--- config.mk ---
export PLATFORM = sky130hd
export DESIGN_NAME = mem_rr_arbiter
export DESIGN_NICKNAME = d
export VERILOG_FILES = /design/src/rtl/mem_arb_pkg.sv /design/src/rtl/rr_pick2.sv /design/src/rtl/mem_rr_arbiter.sv
export SDC_FILE = /design/constraint.sdc
export NUM_CORES = 1
export LEC_CHECK = 0
export BUFFER_PORTS_ARGS = -buffer_cell sky130_fd_sc_hd__buf_4
export CORE_UTILIZATION = 24
export CTS_CLUSTER_DIAMETER = 30
export CTS_CLUSTER_SIZE = 12
export DETAILED_ROUTE_END_ITERATION = 10
export GPL_TIMING_DRIVEN = 0
export SYNTH_ARGS = -nofsm -noshare
export SYNTH_HDL_FRONTEND = slang
export SYNTH_HIERARCHICAL = 1
export SYNTH_SLANG_ARGS = --single-unit
export TNS_END_PERCENT = 100
--- constraint.sdc ---
create_clock -name clk_i -period 2 [get_ports clk_i]
set_input_delay 0.6 -clock clk_i [delete_from_list [all_inputs] [get_ports clk_i]]
set_output_delay 0.6 -clock clk_i [all_outputs]
set_load 0.005 [all_outputs]
--- src/rtl/mem_arb_pkg.sv ---
// rtl/mem_arb_pkg.sv - shared state, requester and grant encodings for mem_rr_arbiter
package mem_arb_pkg;

  typedef enum logic [1:0] {
    ST_IDLE = 2'd0,
    ST_BUSY = 2'd1,
    ST_RESP = 2'd2
  } state_t;

  // Round-robin pointer values: which requester wins a tie next.
  localparam logic REQ0 = 1'b0;
  localparam logic REQ1 = 1'b1;

  // One-hot grant encodings as seen on grant_o.
  localparam logic [1:0] GRANT_NONE = 2'b00;
  localparam logic [1:0] GRANT_0    = 2'b01;
  localparam logic [1:0] GRANT_1    = 2'b10;

endpackage

--- src/rtl/rr_pick2.sv ---
// rtl/rr_pick2.sv - combinational two-way round-robin pick, one-hot result
module rr_pick2
  import mem_arb_pkg::*;
(
  input  logic [1:0] valid_i,
  input  logic       ptr_i,
  output logic [1:0] grant_o
);

  // A lone valid always wins; the pointer only breaks ties.
  always_comb begin
    grant_o = GRANT_NONE;
    case (valid_i)
      2'b01:   grant_o = GRANT_0;
      2'b10:   grant_o = GRANT_1;
      2'b11:   grant_o = (ptr_i == REQ0) ? GRANT_0 : GRANT_1;
      default: grant_o = GRANT_NONE;
    endcase
  end

endmodule

--- src/rtl/mem_rr_arbiter.sv ---
// rtl/mem_rr_arbiter.sv - two-port round-robin sequencer in front of one memory port (optional MEM_ARB_TIMEOUT_EN)
module mem_rr_arbiter
  import mem_arb_pkg::*;
#(
  parameter int WIDTH      = 4,
  parameter int DEPTH      = 16,
  parameter int ADDR_WIDTH = $clog2(DEPTH)
`ifdef MEM_ARB_TIMEOUT_EN
  , parameter int TIMEOUT_CYCLES = 15
`endif
) (
  input  logic                  clk_i,
  input  logic                  rst_i,
  input  logic                  req0_valid_i,
  input  logic                  req0_wr_rd_en_i,
  input  logic [ADDR_WIDTH-1:0] req0_addr_i,
  input  logic [WIDTH-1:0]      req0_wdata_i,
  output logic                  req0_ready_o,
  output logic [WIDTH-1:0]      req0_rdata_o,
  input  logic                  req1_valid_i,
  input  logic                  req1_wr_rd_en_i,
  input  logic [ADDR_WIDTH-1:0] req1_addr_i,
  input  logic [WIDTH-1:0]      req1_wdata_i,
  output logic                  req1_ready_o,
  output logic [WIDTH-1:0]      req1_rdata_o,
  output logic                  mem_valid_o,
  output logic                  mem_wr_rd_en_o,
  output logic [ADDR_WIDTH-1:0] mem_addr_o,
  output logic [WIDTH-1:0]      mem_wdata_o,
  input  logic                  mem_ready_i,
  input  logic [WIDTH-1:0]      mem_rdata_i,
  output logic [1:0]            grant_o
`ifdef MEM_ARB_TIMEOUT_EN
  , output logic                err_o
`endif
);

  state_t                state_q, state_d;
  logic                  ptr_q, ptr_d;
  logic [1:0]            grant_q, grant_d;
  logic                  mem_valid_q, mem_valid_d;
  logic                  mem_wr_q, mem_wr_d;
  logic [ADDR_WIDTH-1:0] mem_addr_q, mem_addr_d;
  logic [WIDTH-1:0]      mem_wdata_q, mem_wdata_d;
  logic                  ready0_q, ready0_d;
  logic                  ready1_q, ready1_d;
  logic [WIDTH-1:0]      rdata0_q, rdata0_d;
  logic [WIDTH-1:0]      rdata1_q, rdata1_d;
  logic [1:0]            pick;
  logic                  finish;
  logic                  capture;

`ifdef MEM_ARB_TIMEOUT_EN
  localparam int TW = $clog2(TIMEOUT_CYCLES + 1);
  localparam logic [TW-1:0] TIMER_LAST = TW'(TIMEOUT_CYCLES - 1);
  logic [TW-1:0] timer_q, timer_d;
  logic          err_q, err_d;
`endif

  rr_pick2 u_pick (
    .valid_i (
      {req1_valid_i, req0_valid_i}),
    .ptr_i   (ptr_q),
    .grant_o (pick)
  );

  // Next-state and next-output logic for the IDLE/BUSY/RESP sequencer.
  always_comb begin
    state_d     = state_q;
    ptr_d       = ptr_q;
    grant_d     = grant_q;
    mem_valid_d = mem_valid_q;
    mem_wr_d    = mem_wr_q;
    mem_addr_d  = mem_addr_q;
    mem_wdata_d = mem_wdata_q;
    ready0_d    = ready0_q;
    ready1_d    = ready1_q;
    rdata0_d    = rdata0_q;
    rdata1_d    = rdata1_q;
    finish      = 1'b0;
    capture     = 1'b0;
`ifdef MEM_ARB_TIMEOUT_EN
    timer_d     = timer_q;
    err_d       = err_q;
`endif
    case (state_q)
      ST_IDLE: begin
        if (pick != GRANT_NONE) begin
          state_d     = ST_BUSY;
          grant_d     = pick;
          mem_valid_d = 1'b1;
          if (pick == GRANT_0) begin
            mem_wr_d    = req0_wr_rd_en_i;
            mem_addr_d  = req0_addr_i;
            mem_wdata_d = req0_wdata_i;
          end else begin
            mem_wr_d    = req1_wr_rd_en_i;
            mem_addr_d  = req1_addr_i;
            mem_wdata_d = req1_wdata_i;
          end
`ifdef MEM_ARB_TIMEOUT_EN
          timer_d = '0;
`endif
        end
      end
      ST_BUSY: begin
        // Requester inputs are deliberately not looked at here.
        if (mem_ready_i) begin
          finish  = 1'b1;
          capture = !mem_wr_q;
        end
`ifdef MEM_ARB_TIMEOUT_EN
        else if (timer_q == TIMER_LAST) begin
          finish = 1'b1;
          err_d  = 1'b1;
        end else begin
          timer_d = timer_q + 1'b1;
        end
`endif
        if (finish) begin
          state_d     = ST_RESP;
          mem_valid_d = 1'b0;
          ptr_d       = (grant_q == GRANT_0) ? REQ1 : REQ0;
          if (grant_q == GRANT_0) begin
            ready0_d = 1'b1;
            if (capture) rdata0_d = mem_rdata_i;
          end else begin
            ready1_d = 1'b1;
            if (capture) rdata1_d = mem_rdata_i;
          end
        end
      end
      ST_RESP: begin
        state_d  = ST_IDLE;
        ready0_d = 1'b0;
        ready1_d = 1'b0;
        grant_d  = GRANT_NONE;
`ifdef MEM_ARB_TIMEOUT_EN
        err_d    = 1'b0;
`endif
      end
      default: state_d = ST_IDLE;
    endcase
  end

  // State and registered outputs; reset abandons any in-flight access silently.
  always_ff @(posedge clk_i) begin
    if (rst_i) begin
      state_q     <= ST_IDLE;
      ptr_q       <= REQ0;
      grant_q     <= GRANT_NONE;
      mem_valid_q <= 1'b0;
      mem_wr_q    <= 1'b0;
      mem_addr_q  <= '0;
      mem_wdata_q <= '0;
      ready0_q    <= 1'b0;
      ready1_q    <= 1'b0;
      rdata0_q    <= '0;
      rdata1_q    <= '0;
`ifdef MEM_ARB_TIMEOUT_EN
      timer_q     <= '0;
      err_q       <= 1'b0;
`endif
    end else begin
      state_q     <= state_d;
      ptr_q       <= ptr_d;
      grant_q     <= grant_d;
      mem_valid_q <= mem_valid_d;
      mem_wr_q    <= mem_wr_d;
      mem_addr_q  <= mem_addr_d;
      mem_wdata_q <= mem_wdata_d;
      ready0_q    <= ready0_d;
      ready1_q    <= ready1_d;
      rdata0_q    <= rdata0_d;
      rdata1_q    <= rdata1_d;
`ifdef MEM_ARB_TIMEOUT_EN
      timer_q     <= timer_d;
      err_q       <= err_d;
`endif
    end
  end

  assign req0_ready_o   = ready0_q;
  assign req0_rdata_o   = rdata0_q;
  assign req1_ready_o   = ready1_q;
  assign req1_rdata_o   = rdata1_q;
  assign mem_valid_o    = mem_valid_q;
  assign mem_wr_rd_en_o = mem_wr_q;
  assign mem_addr_o     = mem_addr_q;
  assign mem_wdata_o    = mem_wdata_q;
  assign grant_o        = grant_q;
`ifdef MEM_ARB_TIMEOUT_EN
  assign err_o          = err_q;
`endif

endmodule

==> results of run 1 <==
layout make-up:
class	count	area, um^2
fillers	460	2834
clock buffers	4	45.04
well taps	52	65.06
flip-flops and latches	25	500.5
inverters	3	11.26
repair buffers	48	360.3
multi-input cells	80	564.3
plain buffers	8	33.78
synthesized netlist by cell type, drive strengths merged:
master	number	share of area
o21ai	2	0.0090
a21oi	15	0.068
nor3	1	0.0090
or3b	1	0.0079
nor2b	3	0.017
nand3b	1	0.018
or2	1	0.0056
and2	1	0.0056
nor2	5	0.017
o32ai	2	0.016
dfxtp	25	0.45
or2b	1	0.0068
nand2	4	0.014
inv	3	0.010
buf	3	0.014
nand2b	13	0.073
a21boi	2	0.014
clkbuf	5	0.017
or3	1	0.0056
a211oi	9	0.061
mux2i	18	0.16
kinds of logic (layout without fill, tap and decap cells):
| group | count (synthesis) | after routing | synth area share |
|---|---|---|---|
| AND/OR/NAND/NOR | 32 | 32 | 0.1793 |
| flip-flops | 25 | 25 | 0.4510 |
| AO/OA/AOI/OAI | 30 | 30 | 0.1669 |
| buffers and inverters | 11 | 63 | 0.04058 |
| multiplexers | 18 | 18 | 0.1623 |
final timing paths:
kind | cells after the start | end | start | slack, ns
worst max-delay path | 6 | mem_wdata_o[2]$_SDFFE_PP0P_ | req1_valid_i | 0.21
worst min register to register | 2 | mem_valid_o$_SDFFE_PP0P_ | mem_valid_o$_SDFFE_PP0P_ | 0.46
worst min-delay path | 2 | mem_valid_o$_SDFFE_PP0P_ | mem_valid_o$_SDFFE_PP0P_ | 0.46
worst max register to register | 5 | mem_wdata_o[2]$_SDFFE_PP0P_ | ptr_q$_SDFFE_PP0P_ | 0.30
routing by layer:
metal	global-route usage	part of all wire	wire length, um
met1	0.1570	0.50	1330
met2	0.1720	0.42	1114
met3	0.04040	0.076	204
met4	0.03333	0.0086	23
met5	0	0	0
power by group through the flow:
stage          clock network [W]  logic [W]  registers [W]
2_1_floorplan                  0   0.000117       0.000573
3_3_place_gp                   0   0.000236       0.000575
3_5_place_dp                   0   0.000238       0.000575
4_1_cts                 0.000319   0.000238       0.000564
5_1_grt                 0.000334   0.000262       0.000570
6_report                0.000304   0.000234       0.000564
through the flow:
stage / std cells / total power, W / TNS (ns)
final: 220 / 0.001102 / 0
after detailed placement: 216 / 0.0008128 / -0.3566
after CTS: 220 / 0.001121 / 0
after global placement: 216 / 0.0008111 / -0.1437
after global routing: 220 / 0.001166 / 0
after floorplan: 116 / 0.0006900 / 0
cells in the final DEF, fill, tap and decap left out, drive strengths merged, types with 3 or more instances in the layout:
master / instances
nand2b: 13
clkbuf: 9
inv: 3
nor2b: 3
a21oi: 15
mux2i: 18
nand2: 4
nor2: 5
a211oi: 9
buf: 51
dfxtp: 25
flip-flops by register name, summed over array words and instances (netlist names):
signal          count
mem_addr_o          4
mem_wr_rd_en_o      1
mem_valid_o         1
req0_rdata_o        4
ptr_q               1
req0_ready_o        1
req1_ready_o        1
req1_rdata_o        4
grant_o             2
mem_wdata_o         4
state_q             2
worst max-delay path, stage by stage:
cell      delay, ns
buf_4          0.11
a21boi_0       0.37
or2_1          0.18
clkbuf_1       0.37
a21oi_1        0.13
a211oi_1       0.22
==> reports/qor.csv, run 1 <==
metric,value,unit
Syn. warnings,6,
Max Slew Vio Count,0,
Layout area overhead,42.39,%
startpoint types,input port,
vias in the first global route,969,
gr usage total,0.1155,
cell area after layout,1580,um^2
layout cells sized above 1,0.3393,
largest net degree at the start of global routing,14,
Final Hold Fails,0,
Die W,70,um
hold_ws,0.4587,ns
"flops & latches, synth",25,
Max-Cap Viols,0,
clk_lat worst skew,0.27,ns
clk buf depth,2,
Setup Viol. Count Final,0,
pre-CTS WS,-0.05490,ns
RSZ-0062 raised after global routing,false,
routed length per instance,12.15,um
vias per std cell,4.586,
root buffer cell,clkbuf_8,
Routed Antenna Nets,0,
sequential area share after synthesis,0.4510,
gpl congestion,0.6792,
htree depth,1,
initial core utilization,0.2514,
Int Power,0.0008104,W
HP Class,reg -> reg,
PostCTS Resize Cnt,0,
clk sink count,25,
DRC,0,
CP endpoint kind,register,
total grt overflow,0,
IO Pins,49,
post-DP HPWL,2007,um
antenna violations before repair,0,
Slew @ Worst Pin,0.5005,ns
Gate power share,0.212,
Crit path required time,2.19,ns
CTS Hold Bufs,0,
ant diodes,0,
fmax,559.4,MHz
final setup margin,0.2124,ns
layout net count,196,
Syn Std Cell Area,1110,um^2
pwr dens,697.6,nW/um^2
crit-path max FO,10,
Die Ht,70,um
Placement Rows,24,
VDD IR-drop max,0.3604,mV
first-pass GRT wire length,4505,um
crit path DAT,1.97,ns
max_slew headroom,0.6663,
Post-Route WL,2672,um
Vias,1009,
switch share,0.2649,
Post-CTS Setup Bufs,0,
power share of the sequential group,0.511,
final worst path period need,1.788,ns
CTS Buf Count,3,
1st-pass router iterations,4,
"Avg Cell Area, Syn",9.567,um^2
status,finished clean,
core area,4414,um^2
Leakage,0.7050,nW
DIE AREA,4900,um^2
Worst Skew,0.003118,ns
clock share of power,0.276,
clock-pin slew on the worst setup and hold paths,0.09,ns
CTS tree,yes,
post-synth cell types,22,
Post-Synthesis Cells,116,
critical setup path kind,in -> reg,
final period utilization,0.8938,
port bufs,48,
Placed Area,1535,um^2
P_sw,0.0002920,W
Finished Core Util,0.3580,
syn nets,143,
DRC marker count from the first detailed-route iteration,29,
(Power assumes the default switching activity.)
==> run 2, diff against run 1 <==
- RECOVER_POWER: unset -> 25
==> run 2 against run 1 <==
Net effect:
- worst setup slack improved by 0.011 ns
- critical path depth unchanged
- sequential share of layout area increased by 0.15 points
- non-clock buffer count unchanged
- clock-buffer cell count unchanged
- power decreased by 0.16%
- flip-flop and latch count unchanged
- global-route usage unchanged
- utilization decreased by 0.17 points
- sequential power about the same
- register-to-register slack improved by 0.02 ns
- routed wire length decreased by 0.26%
- critical path type unchanged
- critical endpoint unchanged
- largest cell class unchanged
- largest power group unchanged
==> reports/qor.csv, run 2 (same netlist as run 1, synthesis figures left out) <==
metric,value,unit,change
clk buf depth,2,,unchanged
CTS Buf Count,3,,unchanged
"commonest non-fill, non-tap cells in the layout","38 x buf_4, 25 x dfxtp_1, 18 x mux2i_1",,
RR Startpoint,ptr_q$_SDFFE_PP0P_,,
Die W,70,um,unchanged
Worst setup startpoint,req1_valid_i,,
Post-Route WL,2665,um,-0.26%
gr usage total,0.1155,,unchanged
port bufs,48,,unchanged
1st-pass router iterations,4,,unchanged
HP Start,mem_valid_o$_SDFFE_PP0P_,,
final period utilization,0.8885,,-0.005312
layout cells sized above 1,0.3274,,-0.01190
startpoint types,input port,,
RSZ-0062 raised after global routing,false,,
clk sink count,25,,unchanged
r2r worst-path depth,5,,unchanged
Routed Antenna Nets,0,,unchanged
Final Hold Fails,0,,unchanged
HP Class,reg -> reg,,
final worst path period need,1.777,ns,-0.01062 ns
WHS Endpoint,mem_valid_o$_SDFFE_PP0P_,,
clk_lat worst skew,0.27,ns,about the same
CTS tree,yes,,
CP endpoint kind,register,,
hold_ws,0.4582,ns,-0.0005320 ns
status,finished clean,,
root buffer cell,clkbuf_8,,
gpl congestion,0.6792,,unchanged
IO Pins,49,,unchanged
Slew @ Worst Pin,0.5023,ns,+0.001860 ns
WHS Path Cells,2,,unchanged
Crit path required time,2.19,ns,about the same
core area,4414,um^2,unchanged
crit path DAT,1.96,ns,about the same
VDD IR-drop max,0.3588,mV,-0.45%
total grt overflow,0,,unchanged
crit-path max FO,10,,unchanged
routed length per instance,12.11,um,-0.26%
Setup Viol. Count Final,0,,unchanged
reg2reg setup slack,0.32,ns,+0.02 ns
CP max stage delay,0.37,ns,about the same
Slowest cell on crit path,clkbuf_1,,
multi-input logic area,564.3,um^2,unchanged
CTS Hold Bufs,0,,unchanged
clock-pin slew on the worst setup and hold paths,0.09,ns,about the same
Worst R2R End,mem_wdata_o[2]$_SDFFE_PP0P_,,
Max-Cap Viols,0,,unchanged
vias in the first global route,969,,unchanged
total power,0.001101,W,-0.16%
Max Slew Vio Count,0,,unchanged
register area,500.5,um^2,unchanged
cell chain of the critical path,"buf_4, a21boi_0, or2_1, clkbuf_1, a21oi_1, a211oi_1",,
PostCTS Resize Cnt,0,,unchanged
Worst Skew,0.004331,ns,+0.001212 ns
Leakage,0.6933,nW,-1.6%
antenna violations before repair,0,,unchanged
DRC marker count from the first detailed-route iteration,34,,+17%
Vias,1013,,+0.40%
max_slew headroom,0.6651,,-0.001239
ant diodes,0,,unchanged
DIE AREA,4900,um^2,unchanged
initial core utilization,0.2514,,unchanged
DRC,0,,unchanged
htree depth,1,,unchanged
Crit path max-delay family,compound AO/OA/AOI/OAI gates,,
first-pass GRT wire length,4505,um,unchanged
Layout area overhead,41.71,%,
layout net count,196,,unchanged
post-DP HPWL,2007,um,unchanged
# fillers,463,,+0.65%
vias per std cell,4.605,,+0.40%
"most common cell after layout, fill and taps aside",buf_4,,
CP bufs+invs,2,,unchanged
Placement Rows,24,,unchanged
fmax,562.7,MHz,+0.60%
pwr dens,699.8,nW/um^2,+0.31%
largest net degree at the start of global routing,14,,unchanged
Post-CTS Setup Bufs,0,,unchanged
critical setup path kind,in -> reg,,
Finished Core Util,0.3563,,-0.001700
Die Ht,70,um,unchanged
-- run 2: cell types whose count changed in the layout (fill, tap and decap cells not counted), sizes merged --
| cell | delta |
|---|---|
| buf | -10 |
| clkbuf | +10 |
-- run 2: power breakdown --
group | switching [W] | leakage [nW] | internal, W | total [W]
clock | 0.000164 | 0.0228 | 0.000143 | 0.000306
sequential | 0.0000280 | 0.205 | 0.000535 | 0.000563
combinational | 0.000102 | 0.465 | 0.000129 | 0.000231
-- run 2: final cells by class --
| type | instances | area share |
|---|---|---|
| clock buffers | 4 | 0.02864 |
| flip-flops and latches | 25 | 0.3182 |
| well taps | 52 | 0.04137 |
| plain buffers | 8 | 0.02148 |
| repair buffers | 48 | 0.2243 |
| inverters | 3 | 0.007160 |
| multi-input cells | 80 | 0.3588 |
-- run 2: how the worst max path moves through the flow --
stage	end	slack [ns]	depth (start not counted)
finish	mem_wdata_o[2]$_SDFFE_PP0P_	0.22	6
floorplan	mem_addr_o[0]$_SDFFE_PP0P_	0.33	5
detailed placement	mem_wdata_o[2]$_SDFFE_PP0P_	-0.05	6
CTS	mem_wdata_o[2]$_SDFFE_PP0P_	0.22	6
global route	mem_wdata_o[1]$_SDFFE_PP0P_	0.04	6
global placement	mem_addr_o[3]$_SDFFE_PP0P_	-0.02	6
-- run 2: routing by layer --
layer | share of wire | vias to the layer above | track usage
li1 | - | 513 | -
met1 | 0.50 | 452 | 0.1570
met2 | 0.42 | 46 | 0.1720
met3 | 0.077 | 2 | 0.04040
met4 | 0.0086 | 0 | 0.03333
met5 | 0 | - | 0
-- run 2: tightest hold or removal path, cell delays in order, from the launching register on --
cell and delay [ns]:
dfxtp_1 0.32, nand2_1 0.05, a21oi_1 0.05
-- run 2: metrics by stage --
stage	TNS (ns)	instances	setup WS [ns]	area [um^2]
after floorplan	0	116	0.3347	1110
after global placement	-0.1437	216	-0.02242	1535
after detailed placement	-0.3566	216	-0.05490	1535
after global routing	0	220	0.03521	1573
after CTS	0	220	0.2186	1580
final	0	220	0.2230	1573
==> run 3, diff against run 2 <==
- SETUP_SLACK_MARGIN: unset -> 0.3
==> run 3 against run 2 <==
Net effect:
- critical path depth unchanged
- final area increased by 0.32%
- worst setup slack improved by 0.22 ns
- non-clock buffer count unchanged
- clock-buffer cell count unchanged
- utilization increased by 0.11 points
- critical endpoint is now mem_addr_o[0]$_SDFFE_PP0P_
- critical path type unchanged
- die area unchanged
- clock power about the same
- global-route usage increased by 0.061 points
- combinational power about the same
- hold slack about the same
- routed wire length increased by 0.41%
==> reports/qor.csv, run 3 (same netlist as run 1, synthesis figures left out) <==
metric,value,unit,change
startpoint types,input port,,
Setup TNS,0,ns,unchanged
Vias,1007,,-0.59%
max_slew headroom,0.6464,,-0.01871
ant diodes,0,,unchanged
clk buf depth,2,,unchanged
IO Pins,49,,unchanged
"most common cell after layout, fill and taps aside",buf_4,,
final period utilization,0.7765,,-0.1120
pwr dens,699.4,nW/um^2,about the same
clock-pin slew on the worst setup and hold paths,0.09,ns,about the same
Crit path required time,2.14,ns,-0.05 ns
total grt overflow,0,,unchanged
status,finished clean,,
Layout area overhead,42.16,%,
Post-Route WL,2676,um,+0.41%
largest net degree at the start of global routing,14,,unchanged
Final Hold Fails,0,,unchanged
routed length per instance,12.16,um,+0.41%
critical setup path kind,in -> reg,,
root buffer cell,clkbuf_8,,
crit path DAT,1.70,ns,-0.26 ns
post-DP HPWL,2007,um,unchanged
Die W,70,um,unchanged
1st-pass router iterations,4,,unchanged
Leakage,0.7001,nW,+0.97%
first-pass GRT wire length,4526,um,+0.47%
CTS Buf Count,3,,unchanged
fmax,643.9,MHz,+14%
Max-Cap Viols,0,,unchanged
clk sink count,25,,unchanged
"commonest non-fill, non-tap cells in the layout","38 x buf_4, 25 x dfxtp_1, 18 x mux2i_1",,
CP max stage delay,0.27,ns,-0.10 ns
Slew @ Worst Pin,0.5304,ns,+0.02806 ns
port bufs,48,,unchanged
Die Ht,70,um,unchanged
Max Slew Vio Count,0,,unchanged
final worst path period need,1.553,ns,-0.2240 ns
DRC marker count from the first detailed-route iteration,24,,-29%
gpl congestion,0.6792,,unchanged
layout net count,196,,unchanged
DIE AREA,4900,um^2,unchanged
DRC,0,,unchanged
Routed Antenna Nets,0,,unchanged
crit-path max FO,9,,-1
core area,4414,um^2,unchanged
Setup Viol. Count Final,0,,unchanged
initial core utilization,0.2514,,unchanged
antenna violations before repair,0,,unchanged
Placement Rows,24,,unchanged
vias in the first global route,971,,+0.21%
vias per std cell,4.577,,-0.59%
HP Class,reg -> reg,,
clk_lat worst skew,0.27,ns,about the same
CTS Hold Bufs,0,,unchanged
Slowest cell on crit path,a21boi_1,,
layout cells sized above 1,0.3393,,+0.01190
RSZ-0062 raised after global routing,false,,
cell chain of the critical path,"buf_4, a21boi_1, nor2b_1, clkbuf_4, mux2i_1, a211oi_1",,
hold_ws,0.4582,ns,+0.00001800 ns
Post-CTS Setup Bufs,0,,unchanged
CTS tree,yes,,
VDD IR-drop max,0.3594,mV,+0.17%
htree depth,1,,unchanged
gr usage total,0.1161,,+0.0006079
CP endpoint kind,register,,
Worst Skew,0.004526,ns,+0.0001957 ns
==> run 3: area by class of cell <==
class	instances	area, um^2
inverters	3	11.26
plain buffers	8	38.79
clock buffers	4	45.04
fillers	463	2836
flip-flops and latches	25	500.5
repair buffers	48	352.8
multi-input cells	80	564.3
well taps	52	65.06
==> run 3: report_power, final <==
| part | leakage [nW] | switching, W | internal [W] |
|---|---|---|---|
| registers | 0.205 | 0.0000281 | 0.000535 |
| clock network | 0.0228 | 0.000164 | 0.000143 |
| logic | 0.472 | 0.000102 | 0.000131 |
| total | 0.700 | 0.000295 | 0.000809 |
==> run 3: worst max-delay path: cells and delay by family <==
kind                   cells  cell delay, ns
AO/OA/AOI/OAI              2            0.36
buffers and inverters      2            0.33
multiplexers               1            0.24
AND/OR/NAND/NOR            1            0.17
==> run 3: per-layer routing <==
metal / global-route usage / vias up / wire [um]
met1: 0.1561 / 445 / 1334
met3: 0.04040 / 2 / 202
li1: - / 516 / -
met5: 0 / - / 0
met2: 0.1752 / 44 / 1116
met4: 0.03333 / 0 / 23
==> run 3: per-stage QoR <==
stage	power, W	setup slack, ns	utilization	instances	area, um^2
floorplan	0.0006900	0.3347	-	116	1110
global placement	0.0008111	-0.02242	0.3478	216	1535
detailed placement	0.0008128	-0.05490	0.3478	216	1535
CTS	0.001122	0.3923	0.3583	220	1582
global route	0.001165	0.3318	0.3574	220	1578
finish	0.001104	0.4470	0.3574	220	1578
==> run 3: worst paths after layout <==
| path | startpoint | endpoint | slack (ns) | depth (start not counted) |
|---|---|---|---|---|
| max | req0_valid_i | mem_addr_o[0]$_SDFFE_PP0P_ | 0.45 | 6 |
| min | mem_valid_o$_SDFFE_PP0P_ | mem_valid_o$_SDFFE_PP0P_ | 0.46 | 2 |
| max reg2reg | ptr_q$_SDFFE_PP0P_ | mem_addr_o[0]$_SDFFE_PP0P_ | 0.53 | 5 |
| min reg2reg | mem_valid_o$_SDFFE_PP0P_ | mem_valid_o$_SDFFE_PP0P_ | 0.46 | 2 |
==> run 3: timing repair <==
item,CTS,global route
pin swaps,0,0
setup endpoints to repair,9,9
gates resized for setup,2,3
